### config.mk
export PLATFORM = sky130hd
export DESIGN_NAME = if_stage
export DESIGN_NICKNAME = d
export VERILOG_FILES = /design/src/rtl/mips_pkg.sv /design/src/rtl/if_id_reg.sv /design/src/rtl/if_stage.sv
export SDC_FILE = /design/constraint.sdc
export NUM_CORES = 1
export LEC_CHECK = 0
export CAP_MARGIN = 40
export CORE_ASPECT_RATIO = 1.75
export CORE_MARGIN = 3
export CORE_UTILIZATION = 24
export CTS_CLUSTER_DIAMETER = 150
export DETAILED_ROUTE_END_ITERATION = 16
export SYNTH_ARGS = -nofsm -noshare
export SYNTH_HDL_FRONTEND = slang
export SYNTH_HIERARCHICAL = 1
export SYNTH_SLANG_ARGS = --single-unit
### constraint.sdc
create_clock -name clk -period 2.6 [get_ports clk]
set_input_delay 0.26 -clock clk [delete_from_list [all_inputs] [get_ports clk]]
set_output_delay 0.26 -clock clk [all_outputs]
set_load 0.01 [all_outputs]
### src/rtl/mips_pkg.sv
// Shared definitions for the MIPS fetch slice: datapath/ROM widths, the
// default halt instruction, the fetch-state encoding and a saturating counter step.
package mips_pkg;

   localparam int XLEN   = 32;
   localparam int ROM_AW = 10;

   localparam logic [XLEN-1:0] HALT_INSTR_DEFAULT = 32'h0000_000C;

   typedef enum logic [0:0] {
      FETCH_RUN    = 1'b0,
      FETCH_HALTED = 1'b1
   } fetch_state_e;

   function automatic logic [XLEN-1:0] sat_inc(input logic [XLEN-1:0] v);
      logic [XLEN-1:0] r;
      if (v == 32'hFFFF_FFFF) begin
         r = v;
      end else begin
         r = v + 32'd1;
      end
      return r;
   endfunction

endpackage

### src/rtl/if_id_reg.sv
// IF/ID pipeline register: loads a fetched instruction, inserts a bubble by
// clearing valid while keeping the last pc/instr, otherwise holds.
module if_id_reg
   import mips_pkg::*;
(
   input  logic            clk,
   input  logic            rst_n,
   input  logic            load,
   input  logic            bubble,
   input  logic [XLEN-1:0] pc_in,
   input  logic [XLEN-1:0] instr_in,
   output logic [XLEN-1:0] if_pc,
   output logic [XLEN-1:0] if_instr,
   output logic            if_valid
);

   logic [XLEN-1:0] pc_d, pc_q;
   logic [XLEN-1:0] instr_d, instr_q;
   logic            valid_d, valid_q;

   // Load has priority; a bubble only drops valid so pc/instr stay stable for debug.
   always_comb begin
      pc_d    = pc_q;
      instr_d = instr_q;
      valid_d = valid_q;
      if (load) begin
         pc_d    = pc_in;
         instr_d = instr_in;
         valid_d = 1'b1;
      end else if (bubble) begin
         valid_d = 1'b0;
      end else begin
         valid_d = valid_q;
      end
   end

   always_ff @(posedge clk) begin
      if (!rst_n) begin
         pc_q    <= 32'h0000_0000;
         instr_q <= 32'h0000_0000;
         valid_q <= 1'b0;
      end else begin
         pc_q    <= pc_d;
         instr_q <= instr_d;
         valid_q <= valid_d;
      end
   end

   assign if_pc    = pc_q;
   assign if_instr = instr_q;
   assign if_valid = valid_q;

endmodule

### src/rtl/if_stage.sv
// Instruction fetch stage: PC sequencing with stall/redirect, RUN/HALTED
// fetch FSM, saturating fetch counter and the IF/ID output register.
module if_stage
   import mips_pkg::*;
#(
   parameter logic [XLEN-1:0] RESET_PC   = 32'h0000_0000,
   parameter logic [XLEN-1:0] HALT_INSTR = HALT_INSTR_DEFAULT
) (
   input  logic              clk,
   input  logic              rst_n,
   input  logic              stall,
   input  logic              redirect,
   input  logic [XLEN-1:0]   redirect_pc,
   output logic [ROM_AW-1:0] rom_addr,
   output logic              rom_sel,
   input  logic [XLEN-1:0]   rom_data,
   output logic [XLEN-1:0]   if_pc,
   output logic [XLEN-1:0]   if_instr,
   output logic              if_valid,
   output logic              halted,
   output logic [XLEN-1:0]   fetch_count
);

   fetch_state_e    state_d, state_q;
   logic [XLEN-1:0] pc_d, pc_q;
   logic [XLEN-1:0] count_d, count_q;
   logic            halted_d, halted_q;
   logic            accept_s;
   logic            bubble_s;

   // Redirect beats stall; in HALTED only the bubble on a non-stall cycle remains.
   always_comb begin
      state_d  = state_q;
      pc_d     = pc_q;
      count_d  = count_q;
      accept_s = 1'b0;
      bubble_s = 1'b0;
      case (state_q)
         FETCH_RUN: begin
            if (redirect) begin
               pc_d     = redirect_pc & 32'hFFFF_FFFC;
               bubble_s = 1'b1;
            end else if (!stall) begin
               accept_s = 1'b1;
               pc_d     = pc_q + 32'd4;
               count_d  = sat_inc(count_q);
               if (rom_data == HALT_INSTR) begin
                  state_d = FETCH_HALTED;
               end else begin
                  state_d = FETCH_RUN;
               end
            end else begin
               pc_d = pc_q;
            end
         end
         FETCH_HALTED: begin
            bubble_s = !stall;
         end
         default: begin
            state_d = FETCH_RUN;
         end
      endcase
      halted_d = (state_d == FETCH_HALTED);
   end

   always_ff @(posedge clk) begin
      if (!rst_n) begin
         state_q  <= FETCH_RUN;
         pc_q     <= RESET_PC & 32'hFFFF_FFFC;
         count_q  <= 32'h0000_0000;
         halted_q <= 1'b0;
      end else begin
         state_q  <= state_d;
         pc_q     <= pc_d;
         count_q  <= count_d;
         halted_q <= halted_d;
      end
   end

   if_id_reg u_if_id_reg (
      .clk      (clk),
      .rst_n    (rst_n),
      .load     (accept_s),
      .bubble   (bubble_s),
      .pc_in    (pc_q),
      .instr_in (rom_data),
      .if_pc    (if_pc),
      .if_instr (if_instr),
      .if_valid (if_valid)
   );

   assign rom_addr    = pc_q[ROM_AW+1:2];
   assign rom_sel     = (state_q == FETCH_RUN) && rst_n;
   assign halted      = halted_q;
   assign fetch_count = count_q;

endmodule

# Word level (Yosys, flattened, before mapping)
# Cells that the tools add are included.
# classes
addsub,2
multipliers,0
n_div,0
magnitude_cmp,0
eq_ne,3
n_shift,0
n_mux,13
n_bitwise,4
reduce_logical,5
# ops
op,count
$mux 32,2
$add 32x1->32 const B,1
$add 32x3->32 const B,1
$eq 32x32->1 const B,1
$eq 32x4->1 const B,1
$mux 1,10
$not 1->1,4
$reduce_and 4->1,1
$ne 2x1->1 const B,1
$pmux 1 s2,1
$reduce_and 2->1,1
$reduce_bool 2->1,1
$logic_and 1x1->1,1
$logic_not 1->1,1
# word_totals
reg_bits,130
latch_bits,0
mem_bits_rw,0
rom_bits,0
inputBits,68
output_inout_bits,109
word_cells,33
n_memories,0

# Logic depth before layout (Yosys ltp)
# Gate-level depths: netlist (run 1).
# logic_depth
depth_word,5
mapped_depth,9
ltp_nobuf,6

# Modules after synthesis
# Netlist (run 1), hierarchy kept.
# by_module_without_submodules
mod,n_inst,cells_per_inst,area_each_um2,seq_area_each_um2
if_stage,1,489,3831.2,1261.2
if_id_reg,1,209,2497.4,1301.2

# Worst setup path before layout (run 1)
# No wires, ideal clock.
# synth_path
path_kind,flip-flop to flip-flop
start,reg pc_q[2]
end,reg pc_q[20]
setup_time_ps,119
t_arrival_ps,1830
required_ps,2481
setup_slack_ps,651
stages_incl_launch_ff,7
n_path_buf,0
synth_period_minus_slack_ps,1949
cell_sequence,dfxtp_1 -> ha_1 -> nand3_1 -> nor3_2 -> nand3b_1 -> mux2_2 -> o221a_1
# synth_via
elab_chain_cells,3
# synth_rtl
element,line,rtl
"start, declared",if_stage.sv:25,"logic [XLEN-1:0] pc_d, pc_q;"
"start signal, assigned",if_stage.sv:69,pc_q <= RESET_PC & 32'hFFFF_FFFC;
"start signal, assigned",if_stage.sv:74,pc_q <= pc_d;
$add 32x3->32,if_stage.sv:45,pc_d = pc_q + 32'd4;
$mux 32,if_stage.sv:43,end else if (!stall) begin
$mux 32,if_stage.sv:40,if (redirect) begin
# No other way between the ends. The select of a mux whose other input is x is not followed.
# A chain may end at the register's enable or synchronous reset.

# Worst setup path in the final report (run 1)
# layout_path
start,reg pc_q[6]
end,reg pc_q[21]
# The elaborated chain is that of the path after synthesis.

==> results of run 1 <==
[metal layers]
metal / track usage / up-vias / wire [um]
li1: - / 2891 / -
met1: 0.160 / 2761 / 7860
met2: 0.250 / 192 / 10600
met3: 0.0488 / 29 / 1340
met4: 0.0600 / 2 / 568
met5: 0 / - / 20
[sequential cells by signal, summed over array words and instances, names as in the netlist]
name,flops
u_if_id_reg/if_instr,32
pc_q,30
halted,1
u_if_id_reg/if_pc,32
u_if_id_reg/if_valid,1
fetch_count,32
[worst max-delay path, cell delays in order, from the launching register on]
cell and delay, ns:
dfxtp_1 0.51, nand3_1 0.31, or3_1 0.54, nor4_1 0.32
nor3_1 0.09, a311oi_1 0.24
[area by class of cell]
cell class / instances / area [sq um] / area share
inverter: 6 / 25.0 / 0.00282
clock buffer: 19 / 443 / 0.0499
timing repair buffer: 205 / 1990 / 0.224
multi-input combinational: 508 / 3370 / 0.379
sequential: 128 / 2560 / 0.289
clock inverter: 13 / 91.3 / 0.0103
tap: 320 / 400 / 0.0451
[logic make-up after synthesis]
logic type / count (synthesis)
AOI/OAI and AO/OA: 129
xor gates and xnor gates: 15
adders and majority gates: 2
buffers and inverters: 63
DFF: 128
muxes: 73
other: 1
and+or+nand+nor: 287
[where the power goes]
part	switching (uW)	internal, uW	leakage, uW	total, uW
registers	65.6	2030	0.00104	2100
logic	261	312	0.00171	573
clock network	955	1240	0.000259	2190
total	1280	3590	0.00301	4870
[through the flow]
stage | total power [uW] | setup slack, ns | instances | util
6_report | 4870 | 0.519 | 1199 | 0.342
5_1_grt | 5080 | 0.356 | 1199 | 0.342
4_1_cts | 4980 | 0.526 | 1199 | 0.342
3_5_place_dp | 2720 | 0.231 | 1167 | 0.322
3_3_place_gp | 2720 | 0.193 | 1167 | 0.322
2_1_floorplan | 2430 | 0.651 | 699 | -
[path summary, 6_finish.rpt]
check / start / end / slack [ns] / cells after the start
setup / recovery: pc_q[6] / pc_q[21] / 0.52 / 5
hold / removal: rst_n / pc_q[9] / 0.36 / 4
setup reg to reg: pc_q[6] / pc_q[21] / 0.52 / 5
hold reg to reg: fetch_count[12] / fetch_count[12] / 0.50 / 2
[cell usage in the layout (no fill, tap or decap), types with 3 or more instances in the layout]
master,netlist,routed
nand2_1,44,44
o21a_1,6,6
mux2i_1,72,72
clkinv_4,0,4
and3_1,7,7
o31ai_1,6,6
nor2b_1,65,65
nand4_1,28,28
nor4_2,3,3
or4_1,8,8
a21oi_1,38,37
a311oi_1,7,7
clkinvlp_4,0,3
clkdlybuf4s50_1,0,172
o211ai_1,5,5
buf_4,11,29
o41ai_1,4,4
o21ai_0,20,20
a21o_1,3,3
nand2b_1,8,8
clkbuf_16,0,17
inv_1,4,4
and4_1,8,8
or3_1,7,7
a31oi_1,9,9
dfxtp_1,128,128
nor2_1,44,44
nor4_1,16,16
a211oi_1,5,5
nand3_1,23,23
a31o_2,3,3
nor4b_1,3,3
nor3_1,11,11
clkinv_2,1,5
xnor2_1,14,14
==> run metrics, run 1 <==
Starting Density=0.244; vias in the first global route=5817; DRT Pass-1 Iters=4; clock latency on the worst-skew pair=0.43 ns; fmax=0.481 GHz; width of the die=129 um; Synth Instances=698; Synth Area in Adders=0.00395; Slew headroom=0.528; top-area cell type share of the netlist area=0.405; crit-path max FO=10; Post-DP Area=0.00835 sq mm; CP startpoint kind=flop; CP endpoint kind=flop; post-CTS resize count=0; layout cells sized above 1=0.0922; Yosys top cell by area=dfxtp_1; WP data required=2.95 ns; Detail Route Antenna Nets=0; final hold vios=0; maximum buffer depth of the clock tree=2; Area growth syn-to-layout=40.3%; Main synth FF type=dfxtp_1; #FFs+latches synth=128; setup violators final=0; RSZ-0062 raised after global routing=false; drt drc=0; synthesized area per cell=9.07 sq um; post-route clock period utilization=0.800; critical path class=flop to flop; H-tree Lvls=4; Final Cell Area=0.00888 sq mm; worst hold margin=0.360 ns; core outline area=0.0260 sq mm; Final min period=2.08 ns; row count=78; CTS Buf Count=17; Setup Buffers After CTS=0; async set-or-reset flop fraction in the synthesized netlist=0; nets@finish=936; Yosys Warn Count=6; global-route wire length before repair=32.2 mm; GRT Total Usage=0.145; Netlist Area Pre-Place=0.00633 sq mm; GRT overflow=0; Clock Sinks=128; clk_skew=0.0109 ns; status=complete, no violations; Hold Buf Count CTS=0; ANT cells=0; Simple-Gate Fraction of Synth Area=0.255; DR WL/cell=17.0 um; IO Count=177; via count=5875; commonest cells in the netlist=dfxtp_1 (128), mux2i_1 (72), nor2b_1 (65), nand2_1 (44), nor2_1 (44); Layout fillers=2727; port bufs=174; count leader, synth=dfxtp_1; Pleak=0.00301 uW; die height=221 um; Worst EP arrival=2.43 ns; Seq/Total Area, Yosys=0.405; CTS root buffer=clkbuf_16; Post-synth EDFFs=0; power per cell area=548 mW/mm^2; largest cells by area after synthesis=dfxtp_1 (40%), mux2i_1 (11%), nor2b_1 (6.4%); initial antenna violation count=1; Least-Margin Pin Slew=0.707 ns; total wire length=20.3 mm; gp weighted congestion=0.785; Worst IR Drop VDD=0.000400 V; Slew Limit Fails=0; DR vias/cell=4.90; Clock Pin Slew Worst Setup and Hold Paths=0.06 ns; max-cap viol count=0; CTS tree=done; Synth Area in XOR/XNOR=0.0208; largest family of logic cells by synthesized area=simple AND/OR/NAND/NOR gates; largest net degree at the start of global routing=73; Yosys cell types=72; Initial DRC Count=233; setup TNS=0 ns; post-synthesis compound-gate area fraction=0.135; die area=0.0284 sq mm; post-synthesis mux area share=0.116; DP HPWL=14.6 mm; hold crit path type=input port to flop
Power figures use the tool's default switching activity.
==> run 2, diff against run 1 <==
- clock period: 2.6 -> 1.83 ns (I/O delays scaled with it)
==> run metrics, run 2 (synthesis gave the netlist of run 1 again) <==
status=complete, no violations; CP endpoint kind=flop; PnR worst setup slack=0.0737 ns; setup violators final=0; power per cell area=745 mW/mm^2; global-route wire length before repair=33.9 mm; combinational power share=0.128; post-route clock period utilization=0.960; Final Util=0.371; clock power share=0.459; total power=7170 uW; Pleak=0.00350 uW; CP startpoint kind=flop; clk_skew=0.00923 ns; vias in the first global route=6196; IO Count=177; Layout fillers=2645; critical path class=flop to flop; switch share=0.247; total wire length=21.6 mm; max-cap viol count=0; die area=0.0284 sq mm; via count=6201; largest net degree at the start of global routing=102; Starting Density=0.244; layout cells sized above 1=0.185; clock latency on the worst-skew pair=0.43 ns; DR vias/cell=4.84; GRT Total Usage=0.152; Detail Route Antenna Nets=0; Clock Sinks=128; width of the die=129 um; setup slack after placement=-0.494 ns; DR WL/cell=16.9 um; initial antenna violation count=0; crit path buf inv count=1; Internal Power=5400 uW; die height=221 um; Worst IR Drop VDD=0.000590 V; port bufs=174; crit-path max FO=7; drt drc=0; Psw=1770 uW; final hold vios=0; WP data required=2.19 ns; CTS tree=done; Final Cell Area=0.00962 sq mm; nets@finish=1017; Worst EP arrival=2.11 ns; CTS root buffer=clkbuf_16; Worst path top cell family by delay=simple AND/OR/NAND/NOR gates; most frequent cells in the layout=clkdlybuf4s50_1 (170), dfxtp_1 (118), buf_4 (107), mux2i_1 (72), nor2b_1 (65); Slew Limit Fails=0; most common cell after layout, fill and taps aside=clkdlybuf4s50_1; hold crit path type=input port to flop; Area growth syn-to-layout=52.0%; Crit-path slowest cell=or3_1; register share of total power=0.413; maximum buffer depth of the clock tree=2; Final min period=1.76 ns; Initial DRC Count=265; Post-DP Area=0.00900 sq mm; DRT Pass-1 Iters=4; ANT cells=0; gp weighted congestion=0.848; DP HPWL=16.0 mm; row count=78; fmax=0.569 GHz; worst hold margin=0.264 ns; CTS Buf Count=17; GRT overflow=0; core outline area=0.0260 sq mm; Clock Pin Slew Worst Setup and Hold Paths=0.06 ns; Hold Buf Count CTS=0; RSZ-0062 raised after global routing=true; crit-path cells=or3_1, buf_4, nor2_1, nand2_1, nor3_1, mux2i_1; peak per-stage delay on the critical path=0.42 ns; H-tree Lvls=4
-- run 2: changes by cell type in the layout (fill, tap and decap cells not counted), sizes merged, moves of 2 or more --
| cell | previous run | this run |
|---|---|---|
| buf | 33 | 114 |
| clkbuf | 19 | 23 |
| clkdlybuf4s50 | 172 | 170 |
| clkinv | 9 | 6 |
-- run 2: through the flow --
stage / std cells / TNS, ns
2_1_floorplan: 699 / -0.0126
3_5_place_dp: 1247 / -13.03
6_report: 1280 / 0
5_1_grt: 1280 / -0.0349
4_1_cts: 1279 / 0
3_3_place_gp: 1247 / -10.79
-- run 2: worst paths after layout --
| kind | start | depth (start not counted) | end | slack (ns) |
|---|---|---|---|---|
| setup reg to reg | halted | 6 | fetch_count[26] | 0.07 |
| hold reg to reg | fetch_count[31] | 2 | fetch_count[31] | 0.50 |
| setup / recovery | halted | 6 | fetch_count[26] | 0.07 |
| hold / removal | rst_n | 4 | halted | 0.26 |
-- run 2: layout make-up --
class / instances / area (sq um) / area share
timing repair buffer: 286 / 2640 / 0.274
multi-input combinational: 508 / 3410 / 0.355
tap: 320 / 400 / 0.0416
sequential: 128 / 2570 / 0.268
clock buffer: 23 / 488 / 0.0507
clock inverter: 9 / 82.6 / 0.00858
inverter: 6 / 25.0 / 0.00260
-- run 2: metal layers --
metal,global-route usage,wire [um],vias to the layer above
met3,0.0411,1210,32
met1,0.167,8440,2954
met5,0,0,-
li1,-,-,3041
met4,0.0719,677,0
met2,0.265,11300,174
-- run 2: tightest hold or removal path, cell delays in order --
cell	delay, ns
buf_2	0.11
inv_1	0.11
buf_4	0.17
nor2_1	0.08
-- run 2: power by group through the flow --
stage	logic, uW	clock network (uW)	registers [uW]
after floorplan	399	0	3050
after global placement	914	0	3010
after detailed placement	923	0	3010
after CTS	926	3410	2960
after global routing	995	3500	2970
final	917	3290	2960
-- run 2: timing repair --
item,4_1_cts,5_1_grt
pin swaps,0,5
buffers inserted,0,1
gates resized for setup,2,13
endpoints found under the setup margin,2,31
